<file path="src/rtl/load_store_unit_pkg.sv">
// Shared definitions for the load/store unit.
//   - funct3 access-size encodings (LSU_B .. LSU_HU)
//   - FSM state encoding (IDLE, REQ, WAIT, DONE)
//   - size decode helper: funct3 011 and 11x fall through to word
package load_store_unit_pkg;

    localparam logic [2:0] LSU_B  = 3'b000;
    localparam logic [2:0] LSU_H  = 3'b001;
    localparam logic [2:0] LSU_W  = 3'b010;
    localparam logic [2:0] LSU_BU = 3'b100;
    localparam logic [2:0] LSU_HU = 3'b101;

    typedef enum logic [1:0] {
        IDLE = 2'd0,
        REQ  = 2'd1,
        WAIT = 2'd2,
        DONE = 2'd3
    } lsu_state_e;

    typedef enum logic [1:0] {
        SZ_B = 2'd0,
        SZ_H = 2'd1,
        SZ_W = 2'd2
    } lsu_size_e;

    // Map funct3 to an access size; unused encodings behave as word accesses.
    function automatic lsu_size_e lsu_size(input logic [2:0] f3);
        lsu_size_e sz;
        case (f3)
            LSU_B, LSU_BU: sz = SZ_B;
            LSU_H, LSU_HU: sz = SZ_H;
            default:       sz = SZ_W;
        endcase
        return sz;
    endfunction

endpackage

</file>
<file path="src/rtl/load_store_unit_align.sv">
// lsu_align: purely combinational lane logic for the load/store unit.
//   Store side: st_funct3/st_off/st_wdata -> st_be, st_wdata_rep, st_misaligned
//   Load side : ld_funct3/ld_off/ld_rdata -> ld_data (aligned, sign/zero extended)
// The store-side alignment check is evaluated for loads as well and drives the
// unit's misaligned flag.
module lsu_align
    import load_store_unit_pkg::*;
(
    input  logic [2:0]  st_funct3,
    input  logic [1:0]  st_off,
    input  logic [31:0] st_wdata,
    output logic [3:0]  st_be,
    output logic [31:0] st_wdata_rep,
    output logic        st_misaligned,
    input  logic [2:0]  ld_funct3,
    input  logic [1:0]  ld_off,
    input  logic [31:0] ld_rdata,
    output logic [31:0] ld_data
);

    logic [31:0] shifted_s;

    // Byte enables, lane replication and alignment check for the incoming access.
    always_comb begin
        st_be         = 4'b0000;
        st_wdata_rep  = 32'h0000_0000;
        st_misaligned = 1'b0;
        case (lsu_size(st_funct3))
            SZ_B: begin
                st_be        = 4'b0001 << st_off;
                st_wdata_rep = {4{st_wdata[7:0]}};
            end
            SZ_H: begin
                st_be         = st_off[1] ? 4'b1100 : 4'b0011;
                st_wdata_rep  = {2{st_wdata[15:0]}};
                st_misaligned = st_off[0];
            end
            SZ_W: begin
                st_be         = 4'b1111;
                st_wdata_rep  = st_wdata;
                st_misaligned = |st_off;
            end
            default: begin
                st_be         = 4'b1111;
                st_wdata_rep  = st_wdata;
                st_misaligned = |st_off;
            end
        endcase
    end

    // Load extraction: move the addressed lane to bit 0, then extend.
    // funct3[2] selects zero extension (BU/HU).
    always_comb begin
        shifted_s = ld_rdata >> {ld_off, 3'b000};
        ld_data   = ld_rdata;
        case (lsu_size(ld_funct3))
            SZ_B: begin
                if (ld_funct3[2]) begin
                    ld_data = {24'h00_0000, shifted_s[7:0]};
                end else begin
                    ld_data = {{24{shifted_s[7]}}, shifted_s[7:0]};
                end
            end
            SZ_H: begin
                if (ld_funct3[2]) begin
                    ld_data = {16'h0000, shifted_s[15:0]};
                end else begin
                    ld_data = {{16{shifted_s[15]}}, shifted_s[15:0]};
                end
            end
            SZ_W:    ld_data = ld_rdata;
            default: ld_data = ld_rdata;
        endcase
    end

endmodule

</file>
<file path="src/rtl/load_store_unit.sv">
// load_store_unit: multi-cycle load/store unit behind the ALU.
//   Core side : memRead, memWrite, funct3, ALUResult (address), writeData (rs2)
//               -> stall (combinational), readData, loadValid, misaligned, busErr
//   Bus side  : busReq, busWe, busAddr, busWdata, busBe (all registered)
//               <- busReady, busRvalid, busRdata
// A transaction walks IDLE -> REQ -> (WAIT) -> DONE -> IDLE. The optional
// timeout aborts a REQ/WAIT that stalls for TIMEOUT_CYCLES cycles.
module load_store_unit
    import load_store_unit_pkg::*;
#(
    parameter int TIMEOUT_CYCLES = 255,
    parameter bit TIMEOUT_EN     = 1'b1
) (
    input  logic        clk,
    input  logic        rst_n,
    input  logic        memRead,
    input  logic        memWrite,
    input  logic [2:0]  funct3,
    input  logic [31:0] ALUResult,
    input  logic [31:0] writeData,
    output logic        stall,
    output logic [31:0] readData,
    output logic        loadValid,
    output logic        misaligned,
    output logic        busErr,
    output logic        busReq,
    output logic        busWe,
    output logic [31:0] busAddr,
    output logic [31:0] busWdata,
    output logic [3:0]  busBe,
    input  logic        busReady,
    input  logic        busRvalid,
    input  logic [31:0] busRdata
);

    // One spare count above the limit so a REQ->WAIT step at the limit cannot wrap.
    localparam int               CNT_W   = $clog2(TIMEOUT_CYCLES + 1);
    localparam logic [CNT_W-1:0] CNT_MAX = CNT_W'(TIMEOUT_CYCLES - 1);
    localparam logic [CNT_W-1:0] CNT_ONE = CNT_W'(1);

    lsu_state_e       state_q, state_d;
    logic             bus_req_q, bus_req_d;
    logic             bus_we_q, bus_we_d;
    logic [31:0]      bus_addr_q, bus_addr_d;
    logic [31:0]      bus_wdata_q, bus_wdata_d;
    logic [3:0]       bus_be_q, bus_be_d;
    logic [31:0]      read_data_q, read_data_d;
    logic             load_valid_q, load_valid_d;
    logic             misaligned_q, misaligned_d;
    logic             bus_err_q, bus_err_d;
    logic [2:0]       mode_q, mode_d;
    logic [1:0]       off_q, off_d;
    logic [CNT_W-1:0] cnt_q, cnt_d;

    logic             valid_s;
    logic             mis_s;
    logic             timeout_s;
    logic [3:0]       be_s;
    logic [31:0]      wdata_rep_s;
    logic [31:0]      ld_data_s;

    lsu_align u_align (
        .st_funct3     (funct3),
        .st_off        (ALUResult[1:0]),
        .st_wdata      (writeData),
        .st_be         (be_s),
        .st_wdata_rep  (wdata_rep_s),
        .st_misaligned (mis_s),
        .ld_funct3     (mode_q),
        .ld_off        (off_q),
        .ld_rdata      (busRdata),
        .ld_data       (ld_data_s)
    );

    assign valid_s   = memRead ^ memWrite;
    assign timeout_s = TIMEOUT_EN && (cnt_q >= CNT_MAX);

    // Next-state and output-register logic of the transaction FSM.
    always_comb begin
        state_d      = state_q;
        bus_req_d    = bus_req_q;
        bus_we_d     = bus_we_q;
        bus_addr_d   = bus_addr_q;
        bus_wdata_d  = bus_wdata_q;
        bus_be_d     = bus_be_q;
        read_data_d  = read_data_q;
        mode_d       = mode_q;
        off_d        = off_q;
        cnt_d        = cnt_q;
        load_valid_d = 1'b0;
        misaligned_d = 1'b0;
        bus_err_d    = 1'b0;
        stall        = 1'b0;

        case (state_q)
            IDLE: begin
                stall = valid_s & ~mis_s;
                if (valid_s && mis_s) begin
                    misaligned_d = 1'b1;
                end else if (valid_s) begin
                    bus_req_d   = 1'b1;
                    bus_we_d    = memWrite;
                    bus_addr_d  = {ALUResult[31:2], 2'b00};
                    bus_be_d    = be_s;
                    bus_wdata_d = wdata_rep_s;
                    mode_d      = funct3;
                    off_d       = ALUResult[1:0];
                    cnt_d       = {CNT_W{1'b0}};
                    state_d     = REQ;
                end else begin
                    state_d = IDLE;
                end
            end
            REQ: begin
                stall = 1'b1;
                if (busReady) begin
                    bus_req_d = 1'b0;
                    if (bus_we_q) begin
                        state_d = DONE;
                    end else if (busRvalid) begin
                        read_data_d  = ld_data_s;
                        load_valid_d = 1'b1;
                        state_d      = DONE;
                    end else begin
                        cnt_d   = cnt_q + CNT_ONE;
                        state_d = WAIT;
                    end
                end else if (timeout_s) begin
                    bus_req_d   = 1'b0;
                    read_data_d = 32'h0000_0000;
                    bus_err_d   = 1'b1;
                    state_d     = DONE;
                end else begin
                    cnt_d = cnt_q + CNT_ONE;
                end
            end
            WAIT: begin
                stall = 1'b1;
                if (busRvalid) begin
                    read_data_d  = ld_data_s;
                    load_valid_d = 1'b1;
                    state_d      = DONE;
                end else if (timeout_s) begin
                    read_data_d = 32'h0000_0000;
                    bus_err_d   = 1'b1;
                    state_d     = DONE;
                end else begin
                    cnt_d = cnt_q + CNT_ONE;
                end
            end
            DONE: begin
                state_d = IDLE;
            end
            default: begin
                bus_req_d = 1'b0;
                state_d   = IDLE;
            end
        endcase
    end

    // State and output registers with synchronous active-low reset.
    always_ff @(posedge clk) begin
        if (!rst_n) begin
            state_q      <= IDLE;
            bus_req_q    <= 1'b0;
            bus_we_q     <= 1'b0;
            bus_addr_q   <= 32'h0000_0000;
            bus_wdata_q  <= 32'h0000_0000;
            bus_be_q     <= 4'b0000;
            read_data_q  <= 32'h0000_0000;
            load_valid_q <= 1'b0;
            misaligned_q <= 1'b0;
            bus_err_q    <= 1'b0;
            mode_q       <= 3'b000;
            off_q        <= 2'b00;
            cnt_q        <= {CNT_W{1'b0}};
        end else begin
            state_q      <= state_d;
            bus_req_q    <= bus_req_d;
            bus_we_q     <= bus_we_d;
            bus_addr_q   <= bus_addr_d;
            bus_wdata_q  <= bus_wdata_d;
            bus_be_q     <= bus_be_d;
            read_data_q  <= read_data_d;
            load_valid_q <= load_valid_d;
            misaligned_q <= misaligned_d;
            bus_err_q    <= bus_err_d;
            mode_q       <= mode_d;
            off_q        <= off_d;
            cnt_q        <= cnt_d;
        end
    end

    assign busReq     = bus_req_q;
    assign busWe      = bus_we_q;
    assign busAddr    = bus_addr_q;
    assign busWdata   = bus_wdata_q;
    assign busBe      = bus_be_q;
    assign readData   = read_data_q;
    assign loadValid  = load_valid_q;
    assign misaligned = misaligned_q;
    assign busErr     = bus_err_q;

endmodule

</file>
<file path="config.mk">
export PLATFORM = sky130hd
export DESIGN_NAME = load_store_unit
export DESIGN_NICKNAME = d
export VERILOG_FILES = /design/src/rtl/load_store_unit_pkg.sv /design/src/rtl/load_store_unit_align.sv /design/src/rtl/load_store_unit.sv
export SDC_FILE = /design/constraint.sdc
export NUM_CORES = 1
export LEC_CHECK = 0
export ABC_AREA = 1
export CORE_ASPECT_RATIO = 1.5
export CORE_MARGIN = 5
export CORE_UTILIZATION = 40
export DETAILED_ROUTE_END_ITERATION = 16
export HOLD_SLACK_MARGIN = 0.05
export PLACE_DENSITY = 0.73
export SKIP_LAST_GASP = 1
export SYNTH_ARGS = -nofsm -noshare
export SYNTH_HDL_FRONTEND = slang
export SYNTH_SLANG_ARGS = --single-unit
</file>
<file path="constraint.sdc">
create_clock -name clk -period 2.7 [get_ports clk]
set_input_delay 0.27 -clock clk [delete_from_list [all_inputs] [get_ports clk]]
set_output_delay 0.27 -clock clk [all_outputs]
set_load 0.01 [all_outputs]
</file>
==> run_results.csv, run 1 <==
group,metric,value,unit
grt,grt_max_degree,71,
finish,fin_nets,1182,
critical_path,crit_type,"in -> out",
sta,setup_viol,0,
sta,setup_tns,0,ps
clock_network,post_cts_buffers,0,
critical_path,worst_setup_path_start_kind,"input port",
synthesis,synthesis.area,5900,um2
sta,tightest_slew,739,ps
placement,post-place-ws,368,ps
grt,grt-ovfl-total,0,
route,vias,6388,
critical_path,crit_path_max_fanout,8,
clock_network,cts-root-buf,"clkbuf_16",
synthesis,ys_seq_area_share,40.0,%
route,routed_wirelength,19.0,mm
route,first_pass_iters,5,
sta,period_share,85.5,%
route,wl_per_cell,14.8,um
route,ant_nets,0,
grt,antenna_found_initial,0,
clock_network,cts_buffer_depth,2,
clock_network,hold_buffers,0,
placement,io_buffers,208,
floorplan,fp.dieH,159,um
clock_network,ctsResizeCount,0,
sta,setup_ws,391,ps
floorplan,die_area,17300,um2
power,power.density,632,nW/um2
route,drc,0,
clock_network,clock_latency,410,ps
synthesis,yosysTopAreaCellShare,40.0,%
synthesis,synth_top_family_by_area,"simple AND/OR/NAND/NOR gates",
floorplan,start_util,40.6,%
critical_path,worstSetupEndpointType,"output pin",
finish,seq_area,2360,um2
finish,final_core_util,59.4,%
synthesis,yosysWarnings,0,
floorplan,io_pins,211,
sta,rsz0062_at_grt,"false",
synthesis,ys_types,39,
synthesis,synth_top_area_cell,"dfxtp_1",
synthesis,yosys_register_bits,118,
synthesis,avgSynthCellArea,6.69,um2
synthesis,synth_simple_gate_area_share,30.2,%
finish,layout-drive-gt1-share,7.47,%
synthesis,synth_xor_area_share,0.148,%
hold_path,holdCritPathClass,"in -> reg",
sta,clock_skew,7.61,ps
floorplan,core_area,14500,um2
clock_network,clkSinkCount,118,
synthesis,synth-async-reset-ratio,0,%
sta,layout_min_cycle_time,2310,ps
power,p_leak,3.49,nW
critical_path,critPathArrivalTime,2040,ps
grt,grt_pass1_wl,30.4,mm
finish,diodes,0,
sta,hold_viol_final,0,
floorplan,rows,54,
clock_network,cts_buffers,17,
floorplan,die_x,109,um
grt,track_usage,21.8,%
grt,grt_pass1_vias,6206,
placement,place.gp.congestion,0.848,
clock_network,clkTransAtPathRegs,60,ps
synthesis,synth_compound_area_share,20.4,%
route,vias_per_cell,4.99,
synthesis,ys.flop_type,"dfxtp_1",
placement,dp_hpwl,13.8,mm
status,outcome,"completed",
finish,area_growth_syn_to_layout,46.2,%
synthesis,netlist_top_cells_area,"dfxtp_1 (40%), nand2_1 (16%), a21oi_1 (8.7%)",
synthesis,postSynthCellCount,882,
sta,drv_slew,0,
synthesis,muxShareOfSynthArea,0,%
finish,multiInputGateArea,3080,um2
power,vdd_drop_max,0.000447,V
synthesis,synth_edf_count,0,
clock_network,cts_max_level,4,
sta,relSlewSlack,50.7,%
critical_path,cp.required,2430,ps
synthesis,synth_fa_ha_area_share,1.27,%
finish,nFillCells,1382,
sta,max_freq,0.433,GHz
clock_network,cts_tree,"done",
route,drt_iter0_drc,266,
flow_run,maxCapViolCount,0,
-- through the flow --
stage / instance area (um2) / hold WS [ps] / instances / power [mW]
after detailed placement: 8060 / 455 / 1248 / 3.32
after CTS: 8630 / 405 / 1280 / 5.52
after global routing: 8630 / 440 / 1280 / 5.73
final: 8630 / 426 / 1280 / 5.45
after global placement: 8060 / 451 / 1248 / 3.30
after floorplan: 5900 / 364 / 883 / 2.70
-- sequential cells by signal, indices dropped and copies added (netlist names) --
signal,cells
busErr,1
readData,32
state_q,2
cnt_q,8
busBe,4
loadValid,1
busAddr,30
busWe,1
busWdata,32
off_q,2
busReq,1
mode_q,3
misaligned,1
-- cell usage after synthesis, types with 2 or more instances --
| cell | number |
|---|---|
| nor2_2 | 2 |
| nand3_2 | 3 |
| or2_0 | 7 |
| nor2_1 | 124 |
| dfxtp_1 | 118 |
| a41oi_1 | 2 |
| a31oi_1 | 9 |
| a21oi_1 | 102 |
| nand3_1 | 41 |
| nand2_2 | 5 |
| inv_1 | 35 |
| buf_4 | 11 |
| o21ai_0 | 33 |
| clkbuf_1 | 14 |
| o21a_1 | 2 |
| buf_6 | 2 |
| o211ai_1 | 7 |
| ha_1 | 6 |
| nand2_1 | 248 |
| o21ai_1 | 53 |
| inv_2 | 11 |
| nor3_1 | 2 |
| a211oi_2 | 4 |
| buf_2 | 24 |
| buf_1 | 3 |
-- critical path, cell delays in order --
cell and delay [ps]:
clkdlybuf4s50_1 540, inv_2 200, nand2_1 110, nand2_2 110
nand3_2 80, a21oi_1 150, clkdlybuf4s50_1 560
-- metal layers --
| layer | GRT usage [%] | vias to the layer above | part of all wire [%] |
|---|---|---|---|
| met2 | 38.8 | 208 | 51 |
| met3 | 7.80 | 24 | 8.6 |
| met5 | 0 | - | 0 |
| met1 | 23.4 | 2903 | 38 |
| met4 | 7.49 | 0 | 1.9 |
| li1 | - | 3253 | - |
-- cell usage in the layout (no fill, tap or decap), types with 9 or more instances in the layout --
master / Yosys / final
o21ai_1: 53 / 53
inv_2: 11 / 11
a31oi_1: 9 / 9
inv_1: 35 / 35
buf_4: 11 / 15
o21ai_0: 33 / 33
a21oi_1: 102 / 102
clkdlybuf4s50_1: 0 / 207
clkbuf_16: 0 / 17
dfxtp_1: 118 / 118
nand3_1: 41 / 41
nand2_1: 248 / 248
nor2_1: 124 / 123
-- layout make-up --
type	count	area share [%]
Clock buffer	17	4.93
Clock inverter	15	1.70
Inverter	47	2.07
Multi-Input combinational cell	664	35.7
Sequential cell	118	27.4
Tap cell	196	2.84
Timing Repair Buffer	223	25.4
-- worst paths after layout --
| path | end | slack, ps | depth (start not counted) | startpoint |
|---|---|---|---|---|
| min reg2reg | readData[0]$_SDFFE_PN0P_ | 460 | 2 | readData[0]$_SDFFE_PN0P_ |
| min | busWdata[19]$_SDFFE_PN0P_ | 430 | 3 | writeData[19] |
| max reg2reg | busBe[3]$_SDFFE_PN0P_ | 600 | 7 | state_q[0]$_SDFFE_PN0N_ |
| max | stall | 390 | 7 | funct3[1] |
-- power by group --
part | total [mW] | switching, mW | internal, mW
combinational | 1.28 | 0.664 | 0.613
sequential | 2.00 | 0.100 | 1.90
clock | 2.18 | 0.891 | 1.29
-- cells by family after synthesis --
family / count (synthesis)
compound gates: 219
other cells: 1
buf+inv: 101
flops: 118
xor+xnor: 1
simple gates: 436
fa+ha+maj: 6
No activity file was read; power rests on OpenSTA's default activity.
==> inputs of run 2 (changes only) <==
--- a/config.mk
+++ b/config.mk
@@ -9,10 +9,13 @@
 export CORE_ASPECT_RATIO = 1.5
 export CORE_MARGIN = 5
 export CORE_UTILIZATION = 40
+export CTS_CLUSTER_SIZE = 8
 export DETAILED_ROUTE_END_ITERATION = 16
 export HOLD_SLACK_MARGIN = 0.05
+export MAX_ROUTING_LAYER = met4
 export PLACE_DENSITY = 0.73
 export SKIP_LAST_GASP = 1
+export SLEW_MARGIN = 0
 export SYNTH_ARGS = -nofsm -noshare
 export SYNTH_HDL_FRONTEND = slang
 export SYNTH_SLANG_ARGS = --single-unit
==> run 2 against run 1 <==
- cell count is the same
- fmax grew 2.0%
- wire length shrank 0.60%
- combinational power is essentially flat
- sequential share of layout area is essentially flat
- sequential power is essentially flat
- critical path type is now reg -> out
- critical endpoint unchanged
==> run_results.csv, run 2 (same netlist as run 1, synthesis figures left out) <==
group,metric,value,unit
status,outcome,"completed",
floorplan,rows,54,
finish,fin_nets,1182,
placement,place.gp.congestion,0.876,
finish,nFillCells,1375,
critical_path,timing.rr.end,"readData[26]$_SDFFE_PN0P_",
power,p_leak,3.49,nW
grt,grt-ovfl-total,0,
finish,final_cell_mix,"nand2_1 (248), clkdlybuf4s50_1 (207), nor2_1 (123), dfxtp_1 (118), a21oi_1 (102)",
sta,clock_skew,8.27,ps
clock_network,clkTransAtPathRegs,60,ps
sta,rsz0062_at_grt,"false",
grt,antenna_found_initial,0,
power,power.density,629,nW/um2
critical_path,crit_path_max_fanout,6,
clock_network,cts_buffers,17,
route,first_pass_iters,5,
finish,fin_cells,1280,
finish,layout-drive-gt1-share,7.38,%
clock_network,cts_max_level,4,
critical_path,critPathArrivalTime,2000,ps
clock_network,cts_buffer_depth,2,
grt,grt_pass1_vias,6000,
clock_network,cts_tree,"done",
sta,max_freq,0.441,GHz
sta,drv_slew,0,
route,ant_nets,0,
floorplan,die_area,17300,um2
clock_network,cts-root-buf,"clkbuf_16",
sta,tightest_slew,745,ps
critical_path,crit_type,"reg -> out",
critical_path,cp.required,2430,ps
finish,multiInputGateArea,3080,um2
clock_network,hold_buffers,0,
floorplan,core_area,14500,um2
grt,grt_max_degree,71,
critical_path,startpoint,"state_q[0]$_SDFFE_PN0N_",
sta,layout_min_cycle_time,2270,ps
sta,relSlewSlack,50.3,%
route,wl_per_cell,14.7,um
floorplan,fp.dieH,159,um
placement,io_buffers,208,
route,drt_iter0_drc,245,
sta,period_share,83.9,%
critical_path,worst-r2r-setup-slack,620,ps
route,vias_per_cell,4.97,
flow_run,maxCapViolCount,0,
route,vias,6357,
route,drc,0,
finish,seq_area,2360,um2
critical_path,worst_setup_path_start_kind,"register",
floorplan,io_pins,211,
critical_path,cp-endpoint,"stall",
clock_network,clkSinkCount,118,
critical_path,r2r-start,"state_q[1]$_SDFFE_PN0N_",
critical_path,worstRegToRegCells,11,
hold_path,holdCritPathClass,"in -> reg",
floorplan,die_x,109,um
floorplan,start_util,40.6,%
clock_network,ctsResizeCount,0,
finish,area_growth_syn_to_layout,46.5,%
power,vdd_drop_max,0.000392,V
route,routed_wirelength,18.8,mm
clock_network,post_cts_buffers,0,
sta,setup_viol,0,
clock_network,clock_latency,400,ps
finish,diodes,0,
grt,track_usage,21.8,%
placement,numPlacedInstances,1248,
grt,grt_pass1_wl,29.4,mm
placement,dp_hpwl,13.8,mm
sta,hold_viol_final,0,
finish,final_common_cell,"nand2_1",
sta,setup_tns,0,ps
critical_path,worstSetupEndpointType,"output pin",
[run 2: cell types whose count changed in the layout (fill, tap and decap cells not counted), sizes merged]
| cell | previous run | this run |
|---|---|---|
| clkinvlp | 3 | 2 |
| clkbuf | 17 | 18 |
[run 2: final cells by class]
| cell class | count | area share (%) |
|---|---|---|
| Timing Repair Buffer | 223 | 25.5 |
| Clock buffer | 18 | 4.97 |
| Multi-Input combinational cell | 664 | 35.7 |
| Clock inverter | 14 | 1.66 |
| Inverter | 47 | 2.07 |
| Sequential cell | 118 | 27.3 |
| Tap cell | 196 | 2.84 |
[run 2: where the power goes]
part / total [mW] / switching [mW] / internal, mW
Clock: 2.16 / 0.871 / 1.29
Combinational: 1.28 / 0.660 / 0.616
Sequential: 2.00 / 0.101 / 1.90
[run 2: metrics by stage]
stage / worst slack (ps) / power, mW / hold slack (ps) / area [um2] / utilization (%)
6_report: 435 / 5.44 / 438 / 8640 / 59.5
2_1_floorplan: 1020 / 2.70 / 364 / 5900 / -
5_1_grt: 298 / 5.73 / 441 / 8640 / 59.5
3_5_place_dp: 490 / 3.32 / 455 / 8070 / 55.6
3_3_place_gp: 501 / 3.31 / 451 / 8070 / 55.6
4_1_cts: 395 / 5.50 / 422 / 8640 / 59.5
[run 2: worst min path at each step]
stage / from / to / slack, ps / cells after the start
CTS: writeData[19] / busWdata[19]$_SDFFE_PN0P_ / 420 / 3
global placement: readData[1]$_SDFFE_PN0P_ / readData[1]$_SDFFE_PN0P_ / 450 / 2
finish: writeData[19] / busWdata[19]$_SDFFE_PN0P_ / 440 / 3
global route: writeData[19] / busWdata[19]$_SDFFE_PN0P_ / 440 / 3
detailed placement: readData[2]$_SDFFE_PN0P_ / readData[2]$_SDFFE_PN0P_ / 450 / 2
floorplan: busRvalid / busErr$_SDFF_PN0_ / 360 / 1
[run 2: metal layers]
| layer | vias to the layer above | share of wire, % | global-route usage, % |
|---|---|---|---|
| li1 | 3260 | - | - |
| met1 | 2864 | 39 | 23.5 |
| met2 | 216 | 52 | 37.8 |
| met3 | 17 | 7.9 | 6.58 |
| met4 | 0 | 1.5 | 6.58 |
| met5 | - | 0 | - |
[run 2: worst max-delay path: stages (launching register included)]
cell and delay [ps]:
dfxtp_1 330, inv_1 120, ha_1 310, nand3_2 120
a21oi_1 160, clkdlybuf4s50_1 560
==> inputs of run 3 (changes only) <==
==> constraint.sdc (replaced) <==
create_clock -name clk -period 2.3 [get_ports clk]
set_input_delay 0.23 -clock clk [delete_from_list [all_inputs] [get_ports clk]]
set_output_delay 0.23 -clock clk [all_outputs]
set_load 0.01 [all_outputs]
==> run 3 against run 2 <==
- sequential power grew 18%
- global-route usage rose by 0.98 points
- register-to-register slack worse by 320 ps
- cell count rose by 0.55%
- wire length increased by 2.1%
- critical path type unchanged
- largest power group unchanged
==> run_results.csv, run 3 (same netlist as run 1, synthesis figures left out) <==
group,metric,value,unit
finish,fin_cells,1287,
critical_path,critPathArrivalTime,1950,ps
floorplan,fp.dieH,159,um
critical_path,path_cells,"inv_1 -> ha_2 -> inv_1 -> a21oi_1 -> clkdlybuf4s50_1",
finish,diodes,0,
clock_network,cts_buffers,17,
sta,layout_min_cycle_time,2180,ps
clock_network,clock_latency,410,ps
finish,fin_nets,1189,
placement,post-place-ws,214,ps
floorplan,die_x,109,um
clock_network,clkTransAtPathRegs,60,ps
placement,placed_area,8140,um2
critical_path,cp.required,2070,ps
floorplan,rows,54,
sta,clock_skew,10.5,ps
flow_run,maxCapViolCount,0,
critical_path,crit_path_max_fanout,4,
route,drt_iter0_drc,288,
clock_network,clkSinkCount,118,
power,power,6.64,mW
finish,layout-drive-gt1-share,8.25,%
floorplan,die_area,17300,um2
floorplan,core_area,14500,um2
critical_path,slowest_delay,550,ps
sta,drv_slew,0,
grt,met3_usage,7.03,%
finish,fin_area,8750,um2
hold_path,whs_path_depth,3,
placement,numPlacedInstances,1255,
clock_network,cts_buffer_depth,2,
power,power.density,759,nW/um2
grt,grt_use_met1,25.0,%
route,ant_nets,0,
critical_path,worst-r2r-setup-slack,300,ps
grt,grt-ovfl-total,0,
route,wl_per_cell,14.9,um
finish,final_core_util,60.3,%
sta,setup_tns,0,ps
finish,final_cell_mix,"nand2_1 (248), clkdlybuf4s50_1 (207), nor2_1 (123), dfxtp_1 (117), a21oi_1 (102)",
power,p_leak,3.55,nW
grt,grt_busiest_layer,"met2",
critical_path,worstRegToRegCells,11,
critical_path,cp-endpoint,"stall",
sta,tightest_slew,524,ps
clock_network,cts-root-buf,"clkbuf_16",
power,vdd_drop_max,0.000453,V
sta,setup_ws,116,ps
sta,rsz0062_at_grt,"false",
critical_path,worstSetupEndpointType,"output pin",
sta,period_share,95.0,%
critical_path,r2r-start,"state_q[0]$_SDFFE_PN0N_",
critical_path,cp_slowest_cell,"clkdlybuf4s50_1",
route,first_pass_iters,4,
grt,antenna_found_initial,0,
critical_path,worst_setup_path_start_kind,"register",
placement,dp_hpwl,14.1,mm
hold_path,holdCritPathClass,"in -> reg",
finish,area_growth_syn_to_layout,48.4,%
grt,grt_pass1_wl,30.7,mm
grt,grt_util_met2,39.1,%
sta,max_freq,0.458,GHz
route,drc,0,
critical_path,crit_type,"reg -> out",
floorplan,io_pins,211,
critical_path,timing.rr.end,"readData[23]$_SDFFE_PN0P_",
placement,io_buffers,208,
grt,grt_max_degree,71,
route,routed_wirelength,19.2,mm
clock_network,cts_max_level,4,
finish,nFillCells,1387,
critical_path,startpoint,"state_q[0]$_SDFFE_PN0N_",
route,vias,6364,
finish,final_common_cell,"nand2_1",
sta,setup_viol,0,
grt,grt_pass1_vias,6073,
sta,hold_viol_final,0,
route,vias_per_cell,4.94,
floorplan,start_util,40.6,%
clock_network,cts_tree,"done",
placement,place.gp.congestion,0.860,
sta,relSlewSlack,65.0,%
critical_path,worst_path_most_repeated_cell,"inv_1",
grt,track_usage,22.7,%
status,outcome,"completed",
sta,timing.hold.ws,324,ps
run 3: cell count changes in the layout (fill, tap and decap cells not counted), sizes merged:
cell	previous run	this run
inv	52	53
clkbuf	18	17
bufinv	1	3
buf	16	23
clkinv	6	2
clkinvlp	2	4
run 3: final cells by class:
type                            count  area [um2]  area share (%)
Sequential cell                   118        2360            27.0
Multi-Input combinational cell    664        3080            35.2
Timing Repair Buffer              230        2270            25.9
Tap cell                          196         245            2.80
Clock inverter                     15         190            2.17
Clock buffer                       17         425            4.86
Inverter                           47         179            2.04
run 3: routing by layer:
| metal | part of all wire [%] | vias to the layer above | routed length [um] |
|---|---|---|---|
| met5 | 0 | - | 0 |
| met4 | 1.7 | 0 | 328 |
| met3 | 7.7 | 21 | 1480 |
| met2 | 51 | 201 | 9860 |
| met1 | 39 | 2870 | 7570 |
| li1 | - | 3272 | - |
run 3: worst min path at each step:
stage	slack, ps	from	endpoint
floorplan	320	busRvalid	busErr$_SDFF_PN0_
global placement	450	readData[1]$_SDFFE_PN0P_	readData[1]$_SDFFE_PN0P_
detailed placement	460	readData[1]$_SDFFE_PN0P_	readData[1]$_SDFFE_PN0P_
CTS	320	rst_n	cnt_q[4]$_SDFFE_PN0P_
global route	350	rst_n	busAddr[14]$_SDFFE_PN0P_
finish	320	rst_n	cnt_q[4]$_SDFFE_PN0P_
run 3: critical path: cells and delay by family (launching register included):
family | cells | cell delay [ps]
AO/OA/AOI/OAI | 1 | 130
adder cells (fa/ha/maj) | 1 | 360
buffers and inverters | 3 | 700
flip-flops | 1 | 360
run 3: repair_timing:
item	CTS	global route
buffers inserted	0	0
endpoints found under the setup margin	0	1
hold buffers	0	0
resized for setup	0	2
run 3: power breakdown:
part | total (mW) | switching, mW | internal, mW | leakage [nW]
Combinational | 1.52 | 0.784 | 0.738 | 2.29
Clock | 2.77 | 1.05 | 1.73 | 0.288
Sequential | 2.35 | 0.120 | 2.23 | 0.966
Total | 6.64 | 1.95 | 4.69 | 3.55
